===== src/rtl/caf_ref_pkg.sv =====
// Shared types and constants for the reference buffer sequencer:
// sweep FSM state encoding and output FIFO sizing.
package caf_ref_pkg;

  typedef enum logic [1:0] {
    ST_IDLE  = 2'd0,
    ST_ISSUE = 2'd1,
    ST_DRAIN = 2'd2,
    ST_DONE  = 2'd3
  } seq_state_e;

  localparam int FIFO_DEPTH = 4;
  localparam int FIFO_PTR_W = $clog2(FIFO_DEPTH);
  localparam int FIFO_CNT_W = FIFO_PTR_W + 1;

endpackage


===== src/rtl/ref_seq_fifo.sv =====
// First-word-fall-through FIFO for returned I/Q samples.
// A push into an empty FIFO is visible at the head in the same cycle, so a
// same-cycle push+pop on an empty FIFO passes straight through.
module ref_seq_fifo
  import caf_ref_pkg::*;
#(
  parameter int width = 24,
  parameter int depth = FIFO_DEPTH
) (
  input  logic                        clk,
  input  logic                        rst_n,
  input  logic                        push_i,
  input  logic [width-1:0]            data_i,
  input  logic                        pop_i,
  output logic                        valid_o,
  output logic [width-1:0]            data_o,
  output logic [$clog2(depth):0]      count_o
);

  localparam int PTR_W = $clog2(depth);
  localparam int CNT_W = PTR_W + 1;

  logic [width-1:0] mem_q [depth];
  logic [PTR_W-1:0] wr_ptr_q, wr_ptr_d;
  logic [PTR_W-1:0] rd_ptr_q, rd_ptr_d;
  logic [CNT_W-1:0] cnt_q, cnt_d;
  logic             empty, bypass, wr_en, rd_en;

  assign empty   = (cnt_q == '0);
  assign bypass  = push_i && pop_i && empty;
  assign wr_en   = push_i && !bypass;
  assign rd_en   = pop_i && !empty;
  assign valid_o = !empty || push_i;
  assign data_o  = empty ? data_i : mem_q[rd_ptr_q];
  assign count_o = cnt_q;

  // Pointer and occupancy next-state
  always_comb begin
    wr_ptr_d = wr_ptr_q;
    rd_ptr_d = rd_ptr_q;
    cnt_d    = cnt_q;
    if (wr_en) wr_ptr_d = wr_ptr_q + 1'b1;
    if (rd_en) rd_ptr_d = rd_ptr_q + 1'b1;
    case ({wr_en, rd_en})
      2'b10:   cnt_d = cnt_q + 1'b1;
      2'b01:   cnt_d = cnt_q - 1'b1;
      default: cnt_d = cnt_q;
    endcase
  end

  // Control state: pointers and occupancy
  always_ff @(posedge clk or negedge rst_n) begin
    if (!rst_n) begin
      wr_ptr_q <= '0;
      rd_ptr_q <= '0;
      cnt_q    <= '0;
    end else begin
      wr_ptr_q <= wr_ptr_d;
      rd_ptr_q <= rd_ptr_d;
      cnt_q    <= cnt_d;
    end
  end

  // Sample storage, no reset on data
  always_ff @(posedge clk) begin
    if (wr_en) mem_q[wr_ptr_q] <= data_i;
  end

endmodule


===== src/rtl/reference_buffer_sequencer.sv =====
// Sweeps a range of reference buffer addresses (one read per cycle, credit
// limited) and forwards the I/Q returns through an FWFT output FIFO.
// Optional feature macro REF_SEQ_WRAP_EN: address wraps from the last buffer
// index to 0; without it, sweeps running past the buffer end are rejected.
module reference_buffer_sequencer
  import caf_ref_pkg::*;
#(
  parameter int buffer_length = 10,
  parameter int index_bits    = 4,
  parameter int i_bits        = 12,
  parameter int q_bits        = 12,
  parameter int fifo_depth    = FIFO_DEPTH
) (
  input  logic                      clk,
  input  logic                      rst_n,
  input  logic                      cmd_valid,
  output logic                      cmd_ready,
  input  logic [index_bits-1:0]     cmd_start,
  input  logic [index_bits:0]       cmd_len,
  output logic                      buf_rvalid,
  output logic                      buf_rready,
  output logic [index_bits-1:0]     buf_raddr,
  input  logic                      buf_dvalid,
  input  logic signed [i_bits-1:0]  buf_i,
  input  logic signed [q_bits-1:0]  buf_q,
  output logic                      out_valid,
  input  logic                      out_ready,
  output logic signed [i_bits-1:0]  out_i,
  output logic signed [q_bits-1:0]  out_q,
  output logic                      done,
  output logic                      err
);

  localparam int LEN_W = index_bits + 1;
  localparam int CNT_W = $clog2(fifo_depth) + 1;
  localparam int DW    = i_bits + q_bits;
  localparam logic [LEN_W-1:0] BL_LEN = LEN_W'(buffer_length);

  seq_state_e              state_q, state_d;
  logic [index_bits-1:0]   addr_q, addr_d, addr_next;
  logic [LEN_W-1:0]        len_q, len_d;
  logic [LEN_W-1:0]        issued_q, issued_d;
  logic [LEN_W-1:0]        rcv_q, rcv_d;
  logic [CNT_W-1:0]        credits_q, credits_d;
  logic                    err_q, err_d;

  logic                    accept, illegal, issue, push, pop, drain_done;
  logic [LEN_W-1:0]        start_ext;
  logic [CNT_W-1:0]        fifo_cnt;
  logic [CNT_W:0]          occ_next;
  logic [DW-1:0]           fifo_data;

  assign start_ext  = {1'b0, cmd_start};
  assign cmd_ready  = (state_q == ST_IDLE);
  assign accept     = cmd_valid && cmd_ready;
  assign issue      = (state_q == ST_ISSUE) && (credits_q != '0);
  assign push       = buf_dvalid && ((state_q == ST_ISSUE) || (state_q == ST_DRAIN));
  assign pop        = out_valid && out_ready;
  assign occ_next   = {1'b0, fifo_cnt} + (CNT_W+1)'(push) - (CNT_W+1)'(pop);
  // Last sample leaves the FIFO this cycle: nothing left to receive or hold
  assign drain_done = ((rcv_q + LEN_W'(push)) == len_q) && (occ_next == '0);

`ifdef REF_SEQ_WRAP_EN
  localparam logic [index_bits-1:0] LAST_IDX = index_bits'(buffer_length - 1);
  assign illegal   = (start_ext >= BL_LEN) || (cmd_len > BL_LEN);
  assign addr_next = (addr_q == LAST_IDX) ? '0 : addr_q + 1'b1;
`else
  logic [LEN_W:0] span;
  assign span      = {1'b0, start_ext} + {1'b0, cmd_len};
  assign illegal   = (start_ext >= BL_LEN) || (cmd_len > BL_LEN) || (span > {1'b0, BL_LEN});
  assign addr_next = addr_q + 1'b1;
`endif

  assign buf_rvalid = issue;
  assign buf_rready = issue;
  assign buf_raddr  = addr_q;
  assign done       = (state_q == ST_DONE);
  assign err        = err_q;
  assign out_i      = out_valid ? fifo_data[DW-1:q_bits] : '0;
  assign out_q      = out_valid ? fifo_data[q_bits-1:0]  : '0;

  // Sweep FSM, counters and credit next-state
  always_comb begin
    state_d   = state_q;
    addr_d    = addr_q;
    len_d     = len_q;
    issued_d  = issued_q;
    rcv_d     = rcv_q + LEN_W'(push);
    err_d     = 1'b0;
    credits_d = credits_q;
    case ({issue, pop})
      2'b10:   credits_d = credits_q - 1'b1;
      2'b01:   credits_d = credits_q + 1'b1;
      default: credits_d = credits_q;
    endcase
    case (state_q)
      ST_IDLE: begin
        if (accept) begin
          if (illegal) begin
            err_d = 1'b1;
          end else begin
            addr_d   = cmd_start;
            len_d    = cmd_len;
            issued_d = '0;
            rcv_d    = '0;
            state_d  = (cmd_len == '0) ? ST_DONE : ST_ISSUE;
          end
        end
      end
      ST_ISSUE: begin
        if (issue) begin
          addr_d   = addr_next;
          issued_d = issued_q + 1'b1;
          if ((issued_q + 1'b1) == len_q) state_d = ST_DRAIN;
        end
      end
      ST_DRAIN: begin
        if (drain_done) state_d = ST_DONE;
      end
      default: state_d = ST_IDLE;
    endcase
  end

  // Control registers
  always_ff @(posedge clk or negedge rst_n) begin
    if (!rst_n) begin
      state_q   <= ST_IDLE;
      addr_q    <= '0;
      len_q     <= '0;
      issued_q  <= '0;
      rcv_q     <= '0;
      credits_q <= CNT_W'(fifo_depth);
      err_q     <= 1'b0;
    end else begin
      state_q   <= state_d;
      addr_q    <= addr_d;
      len_q     <= len_d;
      issued_q  <= issued_d;
      rcv_q     <= rcv_d;
      credits_q <= credits_d;
      err_q     <= err_d;
    end
  end

  ref_seq_fifo #(
    .width (DW),
    .depth (fifo_depth)
  ) u_fifo (
    .clk     (clk),
    .rst_n   (rst_n),
    .push_i  (push),
    .data_i  ({buf_i, buf_q}),
    .pop_i   (pop),
    .valid_o (out_valid),
    .data_o  (fifo_data),
    .count_o (fifo_cnt)
  );

  // Credits must keep returns from ever landing on a full FIFO
  ovf_a: assert property (@(posedge clk) disable iff (!rst_n)
    !(push && (fifo_cnt == CNT_W'(fifo_depth))));

endmodule


===== config.mk =====
export PLATFORM = sky130hd
export DESIGN_NAME = reference_buffer_sequencer
export DESIGN_NICKNAME = d
export VERILOG_FILES = /design/src/rtl/caf_ref_pkg.sv /design/src/rtl/ref_seq_fifo.sv /design/src/rtl/reference_buffer_sequencer.sv
export SDC_FILE = /design/constraint.sdc
export NUM_CORES = 1
export LEC_CHECK = 0
export BUFFER_PORTS_ARGS = -buffer_cell sky130_fd_sc_hd__buf_2
export CORE_MARGIN = 4
export CORE_UTILIZATION = 56
export CTS_BUF_LIST = sky130_fd_sc_hd__clkbuf_8
export CTS_CLUSTER_DIAMETER = 60
export DETAILED_ROUTE_END_ITERATION = 12
export PLACE_DENSITY = 0.78
export SLEW_MARGIN = 20
export SYNTH_ARGS = -nofsm -noshare
export SYNTH_HDL_FRONTEND = slang
export SYNTH_SLANG_ARGS = --single-unit

===== constraint.sdc =====
create_clock -name clk -period 9 [get_ports clk]
set_input_delay 0.45 -clock clk [delete_from_list [all_inputs] [get_ports clk]]
set_output_delay 0.45 -clock clk [all_outputs]
set_load 0.01 [all_outputs]

==> results.md, run 1 <==
- In this run the remaining antenna-violating nets after routing total 0.
- The worst-case setup slack after placement is 5.14 ns.
- The starting density of the core is between 50% and 60%.
- From bottom edge to top edge, the die measures between 100 and 150 um.
- The post-cts repair resize count is 0.
- Setup repair after global routing left no endpoint under its margin.
- The number of synthesized flops with an enable pin is between 90 and 100.
- The worst path uses roughly 43% of the clock period.
- The run finished with clean final reports.
- Yosys printed 0 warnings.
- The post-CTS setup repair buffer count is 0.
- The post-synthesis instance area is around 6000 um^2.
- The type of element capturing the critical path is a register.
- Measured against its own limit, the worst slew margin works out to 42.0%.
- The pin count of the biggest net entering global routing is 51.
- The core occupancy in the finished layout is between 60 and 70%.
- Global routing used between 15 and 20% of the available tracks across all layers.
- The number of clock sinks seen by CTS is approximately 130.
- The sequential cells in the finished layout cover a total of 3690 um^2.
- At the worst endpoint, the arrival time is ~4.2 ns.
- The dominant synthesized flop cell is edfxtp_1.
- Across all setup checks in the final design, the least slack found is 5.12 ns.
- In the routed design, unresolved DRC markers number 0.
- Summed over all cells, the static leakage comes to around 2.7 nW.
- The later-pin clock latency in the skew report is 0.43 ns.
- The hold buffer count at cts is 0.
- Counting distinct cell types in the post-synthesis netlist gives 51.
- The via count is ~3,600.
- The filler cell count in the final layout is about 760.
- The final hold violation count is 0.
- The smallest clock period supported by the final layout is computed as 3.88 ns.
- The number of slew-limit violations in the final report came to 0.
- The initialized floorplan defines 37 standard-cell rows.
- The final routed wire length divided by cell count is approximately 17 um.
- Averaged over all synthesized cells, the footprint is between 10 and 15 um^2.
- The share of synthesized registers carrying an async set or reset is about a quarter.
- The fraction of layout instances using a drive strength above 1 is between 20 and 30%.
- The transition time at the pin with the least slew margin is 0.871 ns.
- In this run the number of H-tree levels came out at 4.
- The cell count after synthesis is between 400 and 500.
- The required time at the endpoint of the critical path is just over 9 ns.
- Routability-driven placement finished with a final weighted congestion of between 0.8 and 0.9.
- Along the worst path, the maximum fanout reaches 28.
- The net count of the mapped netlist is 500.
- Summed over all layers, the routed wires come to around 11,000 um.
- The number of placed instances with taps included is about 630.
- The area occupied by multi-input gates is approximately 2100 um^2.
- Detailed placement finished with a half-perimeter wire length of roughly 7400 um.
- The die is 112 um wide.
- The number of top-level pins is just over 70.
- TritonCTS built the clock tree.
- The count of buffers added on input and output ports is roughly 70.
- In this run the critical register-to-register path is launched from state_q[0].
- The clock tree root buffer cell is clkbuf_8.
- The count of state elements after synthesis is between 100 and 150.
- Using the TritonRoute via totals, the vias-per-cell ratio works out to 5.50.
- The clock transition time at the flip-flop clock pins of the worst setup and hold paths is roughly 0.080 ns.
- The total die area is about 13,000 um^2.
- The first-pass GRT wire length is 19,200 um.
- After synthesis, flip-flops and latches occupy 61.0% of the total area.
- Compared with the post-synthesis result, the final layout area differs by 14.1%.
- The startpoint type of the worst setup path is a register.
- The count of final setup violators is 0.
- The maximum VDD drop is roughly 190 uV.
- In this run, the number of DRC markers left after iteration 0 of detailed routing was between 200 and 250.
- The antenna diode count is 0.
- The final-layout setup total negative slack is 0 ns.
- The launching instance or port of the critical path is state_q[0].
- The number of buffers created by CTS is 17.
- The design draws about 2.3 mW.
- The total overflow left after global routing is 0.
- The power per unit of standard cell area is about 340 nW/um^2.
- For this run, the post-layout net count is between 500 and 600.
- The via count of the first global-routing pass was 3,828.
- The setup clock skew after layout is 0.0105 ns.
- The worst hold path class is in2async.
- The maximum number of buffers from clock root to sink is 2.
- The final non-filler cell total is 661.
- Derived from the worst setup path, the maximum achievable clock frequency is between 0.2 and 0.3 GHz.
- The area of the core is ~10,000 um^2.
- Max-cap violations in this run came to 0.
- The detailed-routing iteration count for the pre-antenna-repair pass is 4.
- The classification of the worst setup path is reg2reg.
- The number of antenna violations at the first check in global routing was 1.
-- worst max-delay path: stages, from the launching register on --
cell	delay, ns
dfrtp_1	0.39
inv_1	0.10
ha_1	0.30
and2_1	0.12
buf_4	0.32
or2_2	0.19
nand2_1	0.05
inv_1	0.08
nand2_1	0.08
o21ai_0	0.09
ha_1	0.20
inv_1	0.06
fa_1	0.37
xnor2_1	0.13
nor4_1	0.28
o2111ai_1	0.14
o31ai_1	0.26
and3_2	0.26
mux2_2	0.33
-- flip-flops by register name (all words and copies together) (netlist names), 3 cells and up --
| name | count |
|---|---|
| rcv_q | 5 |
| u_fifo.mem_q | 96 |
| issued_q | 5 |
| credits_q | 3 |
| len_q | 5 |
| buf_raddr | 4 |
| u_fifo.count_o | 3 |
-- synthesized netlist by cell type, types with 3 or more instances --
library cell | count | area share, %
inv_1 | 21 | 1.3
nand2_1 | 68 | 4.2
xnor2_1 | 14 | 2.0
nor2_1 | 11 | 0.68
and2_1 | 6 | 0.62
ha_1 | 21 | 4.4
nor3_1 | 3 | 0.25
a211o_2 | 3 | 0.50
mux2_2 | 6 | 1.1
nand2b_1 | 5 | 0.52
a21oi_1 | 4 | 0.33
mux4_2 | 24 | 9.0
clkbuf_1 | 12 | 0.75
xor2_1 | 13 | 1.9
fa_1 | 4 | 1.3
dfrtp_1 | 31 | 13
nand3_1 | 10 | 0.83
nor2b_1 | 3 | 0.31
nand3b_1 | 3 | 0.37
buf_2 | 3 | 0.25
mux2i_1 | 4 | 0.66
edfxtp_1 | 96 | 48
o21ai_0 | 36 | 3.0
-- layer usage --
| layer | global-route usage (%) | part of all wire (%) | vias to the layer above |
|---|---|---|---|
| met5 | 0 | 0.071 | - |
| met4 | 5.92 | 1.1 | 2 |
| met3 | 5.11 | 5.4 | 15 |
| met2 | 32.5 | 51 | 90 |
| met1 | 25.2 | 43 | 1792 |
| li1 | - | - | 1738 |
-- power breakdown --
group | switching (mW) | internal, mW | total [mW]
clock | 0.237 | 0.249 | 0.486
combinational | 0.503 | 0.436 | 0.939
sequential | 0.112 | 0.788 | 0.899
total | 0.852 | 1.47 | 2.32
-- area by class of cell --
type	instances	share of cell area (%)
Sequential cell	128	53.5
Multi-Input combinational cell	265	31.2
Timing Repair Buffer	78	5.92
Clock buffer	17	3.40
Tap cell	136	2.47
Clock inverter	15	2.33
Inverter	22	1.20
-- kinds of logic after synthesis --
group | after synthesis | share of synthesized area (%)
flops | 128 | 61.0
simple gates | 123 | 9.62
compound gates | 56 | 5.62
buf+inv | 44 | 3.40
mux | 34 | 10.7
xor+xnor | 27 | 3.92
fa+ha+maj | 25 | 5.68
-- layout by cell type, fill, tap and decap left out, types with 3 or more instances in the layout --
cell / n
edfxtp_1: 96
buf_2: 71
nand2_1: 68
o21ai_0: 36
dfrtp_1: 30
mux4_2: 24
inv_1: 22
ha_1: 21
clkbuf_8: 17
xnor2_1: 14
xor2_1: 13
nor2_1: 11
nand3_1: 10
buf_4: 7
and2_1: 6
mux2_2: 6
nand2b_1: 5
a21oi_1: 4
mux2i_1: 4
fa_1: 4
inv_6: 4
clkinvlp_4: 4
nor2b_1: 3
nor3_1: 3
a211o_2: 3
nand3b_1: 3
clkinv_4: 3
-- final timing paths --
path | end | slack, ns | depth (start not counted)
min in group clk | u_fifo.mem_q[2][19] | 0.24 | 1
setup / recovery | state_q[1] | 5.12 | 18
hold reg to reg | u_fifo.count_o[0] | 0.50 | 1
max in group asynchronous | u_fifo.rd_ptr_q[0] | 8.44 | 1
hold / removal | issued_q[2] | 0.06 | 1
setup reg to reg | state_q[1] | 5.12 | 18
-- stage by stage --
step,hold slack (ns),area [um^2]
3_3_place_gp,0.481,6490
6_report,0.0618,6890
2_1_floorplan,0.154,6040
5_1_grt,0.107,6890
4_1_cts,0.0803,6890
3_5_place_dp,0.486,6490
(Power assumes the default switching activity.)
==> run 2, diff against run 1 <==
Settings changed: ABC_AREA set to 1.
Clock period 9 ns to 3.9 ns, I/O delays scaled along.
==> results.md, run 2 <==
- Setup repair after global routing left no endpoint under its margin.
- The critical path data arrival time is 3.51 ns (-0.68 ns).
- The first-pass GRT wire length came to 22,500 um (+18%).
- The last element of the critical path is state_q[0].
- The post-placement cell area is 6760 um^2 (+4.1%).
- The number of slew-limit violations in the final report is 0 (unchanged).
- The share of total power in the clock network is 21.6% (+0.7 points).
- The depth of the CTS H-tree is 4 (unchanged).
- The pin count of the biggest net entering global routing came to 51 (unchanged).
- The sequential fraction of design power is 33.5% (-5.2 points).
- In this run the worst setup path begins at state_q[1].
- The fraction of the mapped netlist area in compound gates is 10.6% (+5.0 points).
- The endpoint of the lowest-slack register-to-register path is state_q[0].
- The count of final setup violators is 0 (unchanged).
- The global-route congestion overflow total came to 0 (unchanged).
- The worst slew slack as a fraction of its limit came to 42.8% (+0.83 points).
- The hold buffer count at cts is 26 (+26).
- The setup clock skew after layout is 0.0104 ns (-0.0000702 ns).
- The number of max-capacitance violations reported came to 0 (unchanged).
- The power per unit of standard cell area is 794 nW/um^2 (+140%).
- The post-CTS setup repair buffer count was 0 (unchanged).
- The final-layout setup total negative slack is 0 ns (unchanged).
- The post-synthesis adder-cell area fraction is 5.47% (-0.21 points).
- The worst reg-to-reg setup slack is 0.72 ns (-4.40 ns).
- The later-pin clock latency in the skew report is 0.44 ns (about the same).
- The count of state elements after synthesis is 128 (unchanged).
- The number of design rule violations left after detail routing was 0 (unchanged).
- The register cell area after layout came to 3690 um^2 (unchanged).
- The remaining antenna violation count is 0 (unchanged).
- The switching share of power was 40.0% (+3.3 points).
- Leaving out fill and tap cells, the most frequent cell in the layout is edfxtp_1.
- The run finished with clean final reports.
- The highest clock frequency the design can meet is 0.315 GHz (+22%).
- edfxtp_1 is the most common cell in the netlist.
- The leakage power figure is 3.26 nW (+20%).
- The antenna diode count is 0 (unchanged).
- Compared with the post-synthesis result, the final layout area differs by 19.1%.
- The number of clock sinks seen by CTS is 128 (unchanged).
- The die height is 114 um (+1.8%).
- The number of antenna violations at the first check in global routing is 0 (-1).
- The number of cell instances on the worst register-to-register path is 24 (+6).
- The classification of the worst setup path is reg2reg.
- The number of nets in the final layout was 757 (+32%).
- The required time at the endpoint of the critical path came to 4.23 ns (-5.08 ns).
- The switching power of the nets came to 2.37 mW (+180%).
- The maximum net fanout on the critical path is 4 (-86%).
- The sequential fraction of the synthesis area came to 58.8% (-2.3 points).
- The detailed-routing iteration count for the pre-antenna-repair pass is 5 (+1).
- The fraction of synthesized area in multiplexers is 4.01% (-6.7 points).
- The via density per instance is 5.46 (-0.70%).
- The cell accounting for the most synthesized area is edfxtp_1.
- The post-synthesis instance area was 6270 um^2 (+3.9%).
- The launch point of the worst reg-to-reg path is state_q[1].
- TritonCTS built the clock tree.
- Leaving out fill and tap cells, the most frequent cells in the layout are 96 x edfxtp_1, 86 x inv_1, 81 x nand2_1.
- The via count was 4,628 (+27%).
- The post-cts repair resize count is 0 (unchanged).
- STA classifies the critical path endpoint as a register.
- The total die area is 13,000 um^2 (+3.6%).
- The cell count after synthesis is 594 (+36%).
- The area share of the leading cell type in the synthesized netlist came to 46.0% (-1.8 points).
- The via count of the first global-routing pass is 4,746 (+24%).
- The maximum number of buffers from clock root to sink came to 2 (unchanged).
- The total routing resource utilization after global routing is 22.3% (+2.8 points).
- The share of synthesized registers carrying an async set or reset is 25.0% (unchanged).
- The combinational family with the most area after synthesis is simple AND/OR/NAND/NOR gates.
- The filler cell count in the final layout is 776 (+2.0%).
- The worst hold path class is in2reg.
- The number of synthesized flops with an enable pin is 96 (unchanged).
- The combinational share of power is 44.9% (+4.5 points).
- The number of placement rows was 38 (+2.7%).
- The die width came to 114 um (+1.8%).
- The starting density of the core is 57.6% (-0.36 points).
- The area of the core is 10,900 um^2 (+4.5%).
- The mean area per synthesized cell was 10.6 um^2 (-24%).
- The internal power component is 3.56 mW (+140%).
- The fraction of layout instances using a drive strength above 1 was 18.7% (-9.9 points).
- The HPWL after detailed placement came to 8250 um (+11%).
- The final hold violation count is 0 (unchanged).
- The cell area after layout came to 7470 um^2 (+8.4%).
- The tree is rooted in a clkbuf_8.
- The worst setup path is launched from a register.
- The number of library cell types mapped by synthesis is 32 (-37%).
- The flip-flop count of the largest register after layout is 96 (unchanged).
- The synthesized-area fraction occupied by xor and xnor cells was 1.12% (-2.8 points).
- The port buffer count came to 71 (unchanged).
- The transition time at the pin with the least slew margin was 0.857 ns (-0.0134 ns).
- By count the netlist is led by 96 x edfxtp_1, 84 x inv_1, 81 x nand2_1.
- The maximum VDD drop came to 448 uV (+140%).
- The dominant synthesized flop cell is edfxtp_1.
- The area occupied by multi-input gates is 2160 um^2 (+0.70%).
- The number of buffers created by CTS is 17 (unchanged).
- The final routed wire length divided by cell count is 15.7 um (-8.4%).
- The shortest clock period the worst path allows after layout is 3.18 ns (-0.701 ns).
- The number of top-level pins is 72 (unchanged).
- The post-route fraction of the period consumed by the critical path came to 81.5% (+38 points).
- The routed wire length is 13,300 um (+17%).
- The simple-gate share of the synthesized area is 13.1% (+3.5 points).
- The DRC marker count from the first detailed-route iteration is 344 (+45%).
- By area the synthesized netlist is led by edfxtp_1 46%, dfrtp_1 12%, inv_1 5.0%.
- The placer's final routability congestion estimate is 0.787 (-7.6%).
- u_fifo.mem_q holds more flip-flops than any other register.
- The net count of the mapped netlist came to 657 (+31%).
- The clock transition time at the flip-flop clock pins of the worst setup and hold paths is 0.07 ns (about the same).
- The number of warnings reported in the yosys synthesis log came to 0 (unchanged).
run 2: cell types whose count changed after synthesis, sizes merged, moves of 15 or more:
cell	change
nand2	+15
o21ai	+34
nor2	+59
o221ai	+24
inv	+63
mux2i	+20
mux4	-24
run 2: how the worst min path moves through the flow:
stage                    start            to  slack [ns]  depth (start not counted)
finish              cmd_len[0]      len_q[0]        0.04                          3
global route        cmd_len[0]      len_q[0]        0.02                          3
detailed placement       rst_n  buf_raddr[1]        0.30                          1
floorplan                rst_n  buf_raddr[0]       -0.10                          0
global placement         rst_n  buf_raddr[1]        0.28                          1
CTS                 cmd_len[0]      len_q[0]        0.02                          3
run 2: critical path, stage by stage, from the launching register on:
cell     delay (ns)
dfrtp_1        0.42
inv_1          0.09
ha_1           0.31
nand2_1        0.05
inv_1          0.12
nor2_1         0.07
inv_2          0.05
nand2_1        0.06
nor2_1         0.18
inv_1          0.09
o21ai_0        0.08
ha_1           0.18
inv_1          0.05
fa_1           0.47
inv_1          0.04
nor2_1         0.08
nand2_1        0.06
nor2_1         0.08
nand2_1        0.05
nor2_1         0.08
nand4_1        0.10
nand2_1        0.13
nand3_1        0.10
nand2_1        0.07
nand2_1        0.05
run 2: per-stage QoR:
stage          worst slack, ns  utilization, %  cells  hold WS, ns  power (mW)
4_1_cts                  0.736            68.6    847       0.0199        5.93
3_3_place_gp             0.933            62.1    789        0.284        4.51
2_1_floorplan             1.04               -    594       -0.101        3.86
5_1_grt                  0.259            68.6    847       0.0223        6.40
3_5_place_dp             0.748            62.1    789        0.297        4.61
6_report                 0.722            68.6    847       0.0367        5.93
run 2: kinds of logic after synthesis:
group | after synthesis
XOR/XNOR | 8
flip-flops | 128
buffers and inverters | 109
AND/OR/NAND/NOR | 192
multiplexers | 25
adder cells (fa/ha/maj) | 25
AO/OA/AOI/OAI | 107
run 2: layout make-up:
class,instances,share of cell area (%)
clock buffers,17,3.13
clock inverters,15,2.88
inverters,85,4.27
multi-input cells,357,29.0
flip-flops and latches,128,49.4
well taps,140,2.35
repair buffers,105,9.05
run 2: power by group through the flow:
stage | combinational [mW] | clock (mW) | sequential (mW)
finish | 2.66 | 1.28 | 1.99
global route | 3.01 | 1.36 | 2.03
CTS | 2.65 | 1.29 | 1.99
detailed placement | 2.61 | 0 | 2.01
global placement | 2.52 | 0 | 1.99
floorplan | 1.89 | 0 | 1.97
run 2: metal layers:
| metal | GRT usage [%] | vias to the layer above | routed length [um] |
|---|---|---|---|
| met1 | 28.6 | 2193 | 5540 |
| li1 | - | 2240 | - |
| met4 | 8.55 | 0 | 223 |
| met5 | 0 | - | 0 |
| met2 | 36.3 | 170 | 6650 |
| met3 | 6.15 | 25 | 884 |
==> run 3, diff against run 2 <==
Clock period 3.9 ns to 3.3 ns, I/O delays scaled along.
==> results.md, run 3 (same netlist as run 2, synthesis figures left out) <==
- The flow ran to the end, and the final reports show no timing, DRC or antenna violations.
- The maximum VDD drop is 511 uV (+14%).
- The leakage power figure was 3.35 nW (+2.6%).
- The die width was 114 um (unchanged).
- The global-route congestion overflow total is 0 (unchanged).
- The share of total power in the clock network came to 20.2% (-1.4 points).
- The clock tree root buffer cell is clkbuf_8.
- The maximum net fanout on the critical path was 4 (unchanged).
- The critical path data arrival time is 3.52 ns (about the same).
- The met3 track utilization from global routing came to 4.51% (-1.6 points).
- The switching power of the nets was 2.91 mW (+23%).
- The number of cells traversed by the worst hold path is 3 (unchanged).
- The via count of the first global-routing pass is 4,643 (-2.2%).
- The final hold violation count is 0 (unchanged).
- The starting density of the core came to 57.6% (unchanged).
- The number of design rule violations left after detail routing is 0 (unchanged).
- The worst-case setup slack after placement is 0.0421 ns (-0.706 ns).
- The switching share of power is 40.4% (+0.40 points).
- The power per unit of standard cell area came to 943 nW/um^2 (+19%).
- The highest clock frequency the design can meet is 0.312 GHz (-0.76%).
- The met1 track demand over resource came to 28.1% (-0.47 points).
- The CTS tree is done.
- The met2 routing resource usage after global routing is 35.9% (-0.39 points).
- The number of cell instances on the worst register-to-register path is 24 (unchanged).
- The maximum number of buffers from clock root to sink is 2 (unchanged).
- The flip-flop count of the largest register after layout came to 96 (unchanged).
- The detailed-routing iteration count for the pre-antenna-repair pass is 6 (+1).
- The number of slew-limit violations in the final report was 0 (unchanged).
- The register with the highest flop count is u_fifo.mem_q.
- The routed wire length is 13,800 um (+3.8%).
- The worst setup path is of the reg2reg kind.
- The layout overhead on the synthesized area is 22.0%.
- The antenna diode count was 0 (unchanged).
- The total routing resource utilization after global routing is 21.5% (-0.71 points).
- The remaining antenna violation count is 0 (unchanged).
- The first-pass GRT wire length is 22,000 um (-2.5%).
- The worst setup slack after layout came to 0.0977 ns (-0.624 ns).
- The required time at the endpoint of the critical path is 3.62 ns (-0.61 ns).
- The number of top-level pins is 72 (unchanged).
- The shortest clock period the worst path allows after layout is 3.20 ns (+0.0243 ns).
- The count of final setup violators was 0 (unchanged).
- The via density per instance is 5.52 (+1.0%).
- The post-route fraction of the period consumed by the critical path is 97.0% (+16 points).
- The cell area after layout is 7650 um^2 (+2.5%).
- The final routed wire length divided by cell count is 16.0 um (+2.0%).
- The area of the core is 10,900 um^2 (unchanged).
- The sequential fraction of design power was 32.9% (-0.6 points).
- The library cell used most frequently in the layout, excluding fill and tap cells, is edfxtp_1.
- The port buffer count was 71 (unchanged).
- The placer's final routability congestion estimate came to 0.784 (-0.46%).
- The worst slew slack as a fraction of its limit is 39.5% (-3.3 points).
- The die height is 114 um (unchanged).
- Setup repair after global routing could not meet its margin everywhere.
- The depth of the CTS H-tree is 4 (unchanged).
- The pin count of the biggest net entering global routing came to 51 (unchanged).
- The fraction of layout instances using a drive strength above 1 is 22.6% (+3.9 points).
- The min-delay analysis places its worst path in the category in2reg.
- The clock transition time at the flip-flop clock pins of the worst setup and hold paths came to 0.08 ns (about the same).
- The number of buffers created by CTS came to 17 (unchanged).
- The library cells used most frequently in the layout, excluding fill and tap cells, are 96 x edfxtp_1, 81 x inv_1, 77 x nand2_1.
- The global routing stage identified its most utilized layer as met2.
- The number of placement rows is 38 (unchanged).
- STA classifies the critical path startpoint as a register.
- The combinational share of power is 46.9% (+2.0 points).
- The number of nets in the final layout was 772 (+2.0%).
- The DRC marker count from the first detailed-route iteration was 412 (+20%).
- The later-pin clock latency in the skew report is 0.43 ns (about the same).
- The internal power component was 4.30 mW (+21%).
- The total die area is 13,000 um^2 (unchanged).
- The transition time at the pin with the least slew margin is 0.906 ns (+0.0488 ns).
- The via count is 4,757 (+2.8%).
- The number of max-capacitance violations reported came to 0 (unchanged).
- STA classifies the critical path endpoint as a register.
- The setup clock skew after layout came to 0.00998 ns (-0.000452 ns).
- The HPWL after detailed placement is 8470 um (+2.6%).
- The number of antenna violations at the first check in global routing is 0 (unchanged).
- The number of clock sinks seen by CTS is 128 (unchanged).
- The post-placement cell area was 6810 um^2 (+0.81%).
## run 3: changes by cell type in the layout (fill, tap and decap cells not counted), sizes merged
cell	change
buf	+15
bufinv	-1
clkbuf	+1
clkinv	+2
clkinvlp	-1
inv	-1
## run 3: critical path: stages, from the launching register on
cell	delay, ns
dfrtp_1	0.42
inv_2	0.08
ha_4	0.29
nand2_4	0.05
inv_4	0.08
nor2_4	0.05
inv_2	0.08
nand2_4	0.06
nor2_4	0.12
inv_2	0.05
o21ai_2	0.05
ha_2	0.20
inv_2	0.05
fa_1	0.51
inv_1	0.04
nor2_1	0.11
nand2_1	0.07
nor2_1	0.12
nand2_1	0.07
nor2_1	0.12
nand4_1	0.13
nand2_2	0.12
nand3_2	0.09
nand2_1	0.08
nand2_1	0.05
## run 3: power by group through the flow
stage	clock network, mW	logic (mW)	registers (mW)
after global routing	1.56	3.77	2.41
after CTS	1.48	3.18	2.37
after floorplan	0	2.23	2.33
after global placement	0	3.00	2.37
final	1.46	3.38	2.38
after detailed placement	0	3.11	2.40
## run 3: area by class of cell
| type | instances | area (um^2) |
|---|---|---|
| inverter | 85 | 322 |
| tap | 140 | 175 |
| sequential | 128 | 3690 |
| clock inverter | 14 | 189 |
| clock buffer | 18 | 248 |
| fill | 774 | 3230 |
| multi-input combinational | 357 | 2220 |
| timing repair buffer | 120 | 813 |
## run 3: repair_timing
| item | in CTS | in global routing |
|---|---|---|
| pin swaps | 0 | 11 |
| setup endpoints to repair | 2 | 2 |
| gates resized for setup | 1 | 19 |
| hold buffers | 26 | 0 |
| hold endpoints to repair | 128 | 0 |
| buffers inserted | 0 | 11 |
## run 3: stage by stage
| stage | util [%] | instances | TNS (ns) | total power, mW | hold slack (ns) |
|---|---|---|---|---|---|
| 2_1_floorplan | - | 594 | 0 | 4.56 | -0.131 |
| 6_report | 70.3 | 862 | 0 | 7.22 | 0.0233 |
| 3_3_place_gp | 62.6 | 793 | 0 | 5.37 | 0.256 |
| 5_1_grt | 70.3 | 862 | -0.138 | 7.75 | 0.0274 |
| 3_5_place_dp | 62.6 | 793 | 0 | 5.51 | 0.264 |
| 4_1_cts | 69.0 | 851 | 0 | 7.03 | 0.00596 |
## run 3: path summary, 6_finish.rpt
path / slack (ns) / end / start
hold reg to reg: 0.51 / credits_q[2] / credits_q[2]
setup / recovery: 0.1 / state_q[0] / state_q[1]
min in group asynchronous: 0.33 / buf_raddr[2] / rst_n
setup reg to reg: 0.1 / state_q[0] / state_q[1]
max in group asynchronous: 2.44 / u_fifo.rd_ptr_q[0] / rst_n
hold / removal: 0.02 / len_q[3] / cmd_len[3]
## run 3: metal layers
metal	part of all wire (%)	routed length [um]
met1	43	5870
met4	1.9	265
met5	0	0
met2	50	6920
met3	5.4	747
